`src/rtl/stepper_pkg.sv`:
```
// Shared types and coil tables for the stepper sequencer.
package stepper_pkg;

  localparam int DEF_PERIOD_W = 24;
  localparam int DEF_STEPS_W  = 16;

  typedef enum logic [1:0] {IDLE, RUN, HOLD} state_t;

  // Entry 0 is the rightmost element: 0011, 1001, 1100, 0110.
  localparam logic [3:0][3:0] FULL_TBL = {4'b0110, 4'b1100, 4'b1001, 4'b0011};

  // Even entries coincide with FULL_TBL so full-step moves can share the table.
  localparam logic [7:0][3:0] HALF_TBL = {4'b0010, 4'b0110, 4'b0100, 4'b1100,
                                          4'b1000, 4'b1001, 4'b0001, 4'b0011};

endpackage

```
`src/rtl/step_timer.sv`:
```
// Loadable down-counter; o_tc is high while the count sits at zero.
module step_timer #(
  parameter int W = 8
)(
  input  logic         CLK,
  input  logic         RST_N,
  input  logic         i_load,
  input  logic [W-1:0] i_val,
  input  logic         i_en,
  output logic         o_tc
);

  logic [W-1:0] r_cnt;

  always_ff @(posedge CLK or negedge RST_N) begin
    if (!RST_N)                    r_cnt <= '0;
    else if (i_load)               r_cnt <= i_val;
    else if (i_en && r_cnt != '0)  r_cnt <= r_cnt - 1'b1;
  end

  assign o_tc = (r_cnt == '0);

endmodule

```
`src/rtl/stepper_seq_ctrl.sv`:
```
// Command-driven full-step sequencer for the 4-coil unipolar stepper.
// Optional half-step support is enabled by defining STEPPER_HALF_STEP_EN.
module stepper_seq_ctrl
  import stepper_pkg::*;
#(
  parameter int PERIOD_W    = DEF_PERIOD_W,
  parameter int STEPS_W     = DEF_STEPS_W,
  parameter int HOLD_CYCLES = 1048576
)(
  input  logic                CLK,
  input  logic                RST_N,
  input  logic                CMD_VALID,
  output logic                CMD_READY,
  input  logic                CMD_DIR,
  input  logic [STEPS_W-1:0]  CMD_STEPS,
  input  logic [PERIOD_W-1:0] PERIOD,
  input  logic                ABORT,
`ifdef STEPPER_HALF_STEP_EN
  input  logic                HALF_MODE,
`endif
  output logic [3:0]          PHASE,
  output logic                BUSY,
  output logic                DONE,
  output logic                ABORTED,
  output logic [STEPS_W-1:0]  POS
);

  localparam int HOLD_W = $clog2(HOLD_CYCLES) + 1;
`ifdef STEPPER_HALF_STEP_EN
  localparam int IDX_W = 3;
`else
  localparam int IDX_W = 2;
`endif

  state_t              r_state, w_state_nxt;
  logic [IDX_W-1:0]    r_idx, w_idx_nxt, w_stride;
  logic [STEPS_W-1:0]  r_rem, r_pos;
  logic [PERIOD_W-1:0] r_reload, w_per_m1, w_per_val;
  logic                r_dir;
  logic [3:0]          r_phase, w_phase_nxt, w_coil;
  logic                r_done, r_aborted, w_done_nxt, w_abrt_nxt;
  logic                w_accept, w_zero, w_step, w_abort, w_last;
  logic                w_run, w_per_load, w_per_tc, w_hold_load, w_hold_en, w_hold_tc;

  assign w_run      = (r_state == RUN);
  assign w_accept   = CMD_VALID && !w_run;
  assign w_zero     = (CMD_STEPS == '0);
  assign w_per_m1   = (PERIOD == '0) ? '0 : PERIOD - 1'b1;
  // ABORT on the step-due cycle wins, so the pending step is dropped.
  assign w_abort    = w_run && ABORT;
  assign w_step     = w_run && w_per_tc && !ABORT;
  assign w_last     = w_step && (r_rem == STEPS_W'(1));
  assign w_per_load = (w_accept && !w_zero) || w_step;
  assign w_per_val  = w_accept ? w_per_m1 : r_reload;
  assign w_hold_load = w_abort || w_last || (w_accept && w_zero && r_state == HOLD);
  assign w_hold_en  = (r_state == HOLD);

`ifdef STEPPER_HALF_STEP_EN
  logic r_half;
  // Full-step moves starting on an odd entry take one half step to realign.
  assign w_stride = (r_half || r_idx[0]) ? IDX_W'(1) : IDX_W'(2);
  assign w_coil   = HALF_TBL[w_idx_nxt];
`else
  assign w_stride = IDX_W'(1);
  assign w_coil   = FULL_TBL[w_idx_nxt];
`endif

  assign w_idx_nxt = !w_step ? r_idx : (r_dir ? r_idx + w_stride : r_idx - w_stride);

  step_timer #(.W(PERIOD_W)) u_per_tmr (
    .CLK    (CLK),
    .RST_N  (RST_N),
    .i_load (w_per_load),
    .i_val  (w_per_val),
    .i_en   (w_run),
    .o_tc   (w_per_tc)
  );

  step_timer #(.W(HOLD_W)) u_hold_tmr (
    .CLK    (CLK),
    .RST_N  (RST_N),
    .i_load (w_hold_load),
    .i_val  (HOLD_W'(HOLD_CYCLES - 1)),
    .i_en   (w_hold_en),
    .o_tc   (w_hold_tc)
  );

  always_ff @(posedge CLK or negedge RST_N) begin
    if (!RST_N) r_state <= IDLE;
    else        r_state <= w_state_nxt;
  end

  always_comb begin
    w_state_nxt = r_state;
    unique case (r_state)
      IDLE:    if (w_accept && !w_zero) w_state_nxt = RUN;
      RUN:     if (w_abort || w_last)   w_state_nxt = HOLD;
      HOLD: begin
        if (w_accept)       w_state_nxt = w_zero ? HOLD : RUN;
        else if (w_hold_tc) w_state_nxt = IDLE;
      end
      default: w_state_nxt = IDLE;
    endcase
  end

  always_comb begin
    w_phase_nxt = (w_state_nxt == IDLE) ? 4'b0000 : w_coil;
    w_done_nxt  = (w_accept && w_zero) || w_abort || w_last;
    w_abrt_nxt  = w_abort;
  end

  always_ff @(posedge CLK or negedge RST_N) begin
    if (!RST_N) begin
      r_idx     <= '0;
      r_pos     <= '0;
      r_rem     <= '0;
      r_reload  <= '0;
      r_dir     <= 1'b0;
      r_phase   <= 4'b0000;
      r_done    <= 1'b0;
      r_aborted <= 1'b0;
`ifdef STEPPER_HALF_STEP_EN
      r_half    <= 1'b0;
`endif
    end else begin
      r_idx     <= w_idx_nxt;
      r_phase   <= w_phase_nxt;
      r_done    <= w_done_nxt;
      r_aborted <= w_abrt_nxt;
      if (w_accept) begin
        r_dir    <= CMD_DIR;
        r_rem    <= CMD_STEPS;
        r_reload <= w_per_m1;
`ifdef STEPPER_HALF_STEP_EN
        r_half   <= HALF_MODE;
`endif
      end else if (w_step) begin
        r_rem <= r_rem - 1'b1;
      end
      if (w_step) r_pos <= r_dir ? r_pos + 1'b1 : r_pos - 1'b1;
    end
  end

  assign PHASE     = r_phase;
  assign CMD_READY = !w_run;
  assign BUSY      = w_run;
  assign DONE      = r_done;
  assign ABORTED   = r_aborted;
  assign POS       = r_pos;

endmodule

```
`config.mk`:
```
export PLATFORM = sky130hd
export DESIGN_NAME = stepper_seq_ctrl
export DESIGN_NICKNAME = d
export VERILOG_FILES = /design/src/rtl/stepper_pkg.sv /design/src/rtl/step_timer.sv /design/src/rtl/stepper_seq_ctrl.sv
export SDC_FILE = /design/constraint.sdc
export NUM_CORES = 1
export LEC_CHECK = 0
export CORE_MARGIN = 2
export CORE_UTILIZATION = 45
export CTS_CLUSTER_SIZE = 20
export DETAILED_ROUTE_END_ITERATION = 10
export MAX_ROUTING_LAYER = met4
export PLACE_DENSITY_LB_ADDON = 0.15
export RECOVER_POWER = 25
export SLEW_MARGIN = 10
export SYNTH_ARGS = -nofsm -noshare
export SYNTH_HDL_FRONTEND = slang
export SYNTH_HIERARCHICAL = 1
export SYNTH_SLANG_ARGS = --single-unit
```
`constraint.sdc`:
```
create_clock -name CLK -period 3.35 [get_ports CLK]
set_clock_uncertainty 0.05 [all_clocks]
set_input_delay 0.8375 -clock CLK [delete_from_list [all_inputs] [get_ports CLK]]
set_output_delay 0.8375 -clock CLK [all_outputs]
set_load 0.05 [all_outputs]
```
==> flow_summary_export.csv <==
group,metric,value,unit
pwr,irDropWorstVdd,0.322,mV
yosys,synth_flop_cell,"dfrtp_1",
yosys,synth_edf_count,0,
yosys,synthesis.area,6890,um^2
timing,hold_viol_final,0,
setup_path,cp.arrival,3.36,ns
global_route,grt_pass1_vias,5575,
pwr,p_sw,1.79,mW
floorplan,die_area,16300,um^2
layout,fin_area,8270,um^2
yosys,avgSynthCellArea,9.24,um^2
placement,dpl.hpwl,11600,um
floorplan,die_x,128,um
placement,place.gp.congestion,0.863,
yosys,postSynth.asyncResetShare,1.00,
clock_tree,cts-buffers-inserted,9,
routing,drc,0,
pwr,power_per_cell_area,592,nW/um^2
timing,max-slew-margin-rel,-0.0180,
floorplan,num_rows,45,
pwr,intPower,3.10,mW
timing,rsz0062_at_grt,"no",
yosys,ys_top_cells_by_area,"dfrtp_1, nand2_1, xnor2_1",
yosys,synth_top_area_share,0.407,
yosys,yosysSeqAreaShare,0.407,
setup_path,cp-start-kind,"input port",
clock_tree,root_buffer,"clkbuf_16",
placement,placed_area,7960,um^2
routing,drt-pass1-iter-count,4,
routing,drt-total-wl,15800,um
global_route,grt_start_max_net_pins,113,
timing,worst_pin_slew,1.53,ns
timing,fmax,311,MHz
layout,regArea,2800,um^2
timing,hold_ws,0.419,ns
timing,setup_viol,0,
placement,portBuffers,68,
pwr,p_comb_frac,0.333,
layout,final_cell_mix,"dfrtp_1, nand2_1, clkdlybuf4s50_1",
clock_tree,path_clk_slew,0.07,ns
floorplan,die_y,128,um
status,status,"finished with violations",
pwr,p_seq_frac,0.433,
yosys,synth.distinct_cells,74,
yosys,yosysTopAreaCell,"dfrtp_1",
global_route,grt_util_all_layers,0.205,
layout,layout-drive-gt1-share,0.113,
pwr,clkPwrFrac,0.234,
layout,layout_commonest_cell,"dfrtp_1",
global_route,antenna_found_initial,0,
floorplan,core_area,15100,um^2
yosys,ys_ff_latch,112,
floorplan,num_io_pins,69,
layout,multi_input_area,3910,um^2
yosys,synth_warnings,6,
floorplan,start_util,0.457,
routing,ant_nets,0,
layout,area.growth.synth_to_final,19.9,%
placement,numPlacedInstances,1021,
status,violations,"capacitance limit, slew limit",
timing,layout_min_cycle_time,3.21,ns
timing,drv_slew,113,
routing,drt_iter0_markers,405,
pwr,swShare,0.367,
routing,viasPerCell,5.55,
setup_path,critical_path_class,"in -> reg",
global_route,gr-total-overflow,0,
pwr,p_leak,3.38,nW
job,drv_cap,1,
layout,antenna_cells,0,
yosys,syn_inst,746,
layout,fillers,1429,
clock_tree,cts_sinks,112,
layout,instances_no_fill,1037,
routing,dr_total_vias,5760,
clock_tree,htreeDepth,3,
clock_tree,cts_resized,0,
setup_path,end_kind,"flop",
routing,wl_per_cell,15.2,um
global_route,grt_pass1_wl,26600,um
clock_tree,cts_buffer_depth,2,
clock_tree,cts_hold_buf,0,
clock_tree,clk_latency,0.35,ns
clock_tree,post_cts_buffers,0,
setup_path,required,3.50,ns
timing,fin_tns_setup,0,ns
setup_path,worstPathMaxFanout,8,
timing,fin_crit_sh,0.959,
min_path,hold_path_class,"reg -> reg",
layout,fin_nets,912,
clock_tree,cts_tree,"built",
[worst max-delay path, stage by stage]
cell	delay, ns
clkdlybuf4s50_1	0.42
or4_4	0.54
or4_4	0.44
or3_4	0.40
o21ai_4	0.27
buf_4	0.21
o21ai_2	0.07
nand2_1	0.06
o311ai_0	0.12
[layout make-up]
type | instances | share of cell area
Multi-Input combinational cell | 599 | 0.473
Clock inverter | 2 | 0.00424
Inverter | 23 | 0.0104
Clock buffer | 14 | 0.0344
Sequential cell | 112 | 0.339
Tap cell | 188 | 0.0285
Timing Repair Buffer | 99 | 0.110
[metal layers]
layer	global-route usage	share of wire	up-vias
li1	-	-	2897
met5	-	0	-
met1	0.270	0.48	2740
met4	0.0692	0.018	0
met2	0.332	0.48	102
met3	0.0217	0.025	21
[state kept, by name (all words and copies together), names as in the netlist]
register / flops
r_idx: 2
r_reload: 24
r_rem: 16
u_hold_tmr/r_cnt: 21
PHASE: 4
r_state: 2
u_per_tmr/r_cnt: 24
ABORTED: 1
POS: 16
DONE: 1
r_dir: 1
[cells by family after synthesis]
group | synth area share
AOI/OAI and AO/OA | 0.179
xor gates and xnor gates | 0.0889
adders and majority gates | 0.0428
buffers and inverters | 0.0367
DFF | 0.407
muxes | 0.00309
other | 0.00109
and+or+nand+nor | 0.242
[Yosys cell counts (all sizes together), types with 13 or more instances]
| library cell | instances |
|---|---|
| nor2 | 32 |
| a21oi | 22 |
| nor4 | 28 |
| dfrtp | 112 |
| xnor2 | 42 |
| nand4 | 17 |
| or4 | 15 |
| o211ai | 21 |
| o311ai | 13 |
| nor3 | 20 |
| nand3 | 21 |
| inv | 22 |
| clkbuf | 20 |
| nand2 | 111 |
| o21ai | 85 |
| ha | 22 |
| xor2 | 28 |
[worst paths after layout]
check / startpoint / to / slack [ns] / depth (start not counted)
worst max-delay path: PERIOD[8] / u_per_tmr/r_cnt[1]$_DFFE_PN0P_ / 0.14 / 9
worst min-delay path: r_reload[17]$_DFF_PN0_ / r_reload[17]$_DFF_PN0_ / 0.42 / 2
worst max register to register: r_rem[2]$_DFFE_PN0P_ / u_hold_tmr/r_cnt[1]$_DFFE_PN0P_ / 0.28 / 9
worst min register to register: r_reload[17]$_DFF_PN0_ / r_reload[17]$_DFF_PN0_ / 0.42 / 2
max in group asynchronous: RST_N / r_rem[5]$_DFFE_PN0P_ / 1.37 / 2
min in group asynchronous: RST_N / POS[6]$_DFFE_PN0P_ / 0.90 / 2
[power groups by stage]
stage                     sequential, mW  combinational, mW  clock [mW]
after detailed placement            2.13               1.62           0
after global routing                2.18               1.82        1.23
final                               2.12               1.63        1.15
after global placement              2.11               1.57           0
after floorplan                     2.08               1.17           0
after CTS                           2.11               1.64        1.17
[through the flow]
step	total power [mW]	worst slack, ns	util
final	4.89	0.136	0.548
after CTS	4.92	0.116	0.549
after detailed placement	3.75	-0.252	0.528
after floorplan	3.25	0.145	-
after global placement	3.68	-0.185	0.528
after global routing	5.23	0.00225	0.548
Note: power is estimated with default switching activity, not from simulation.
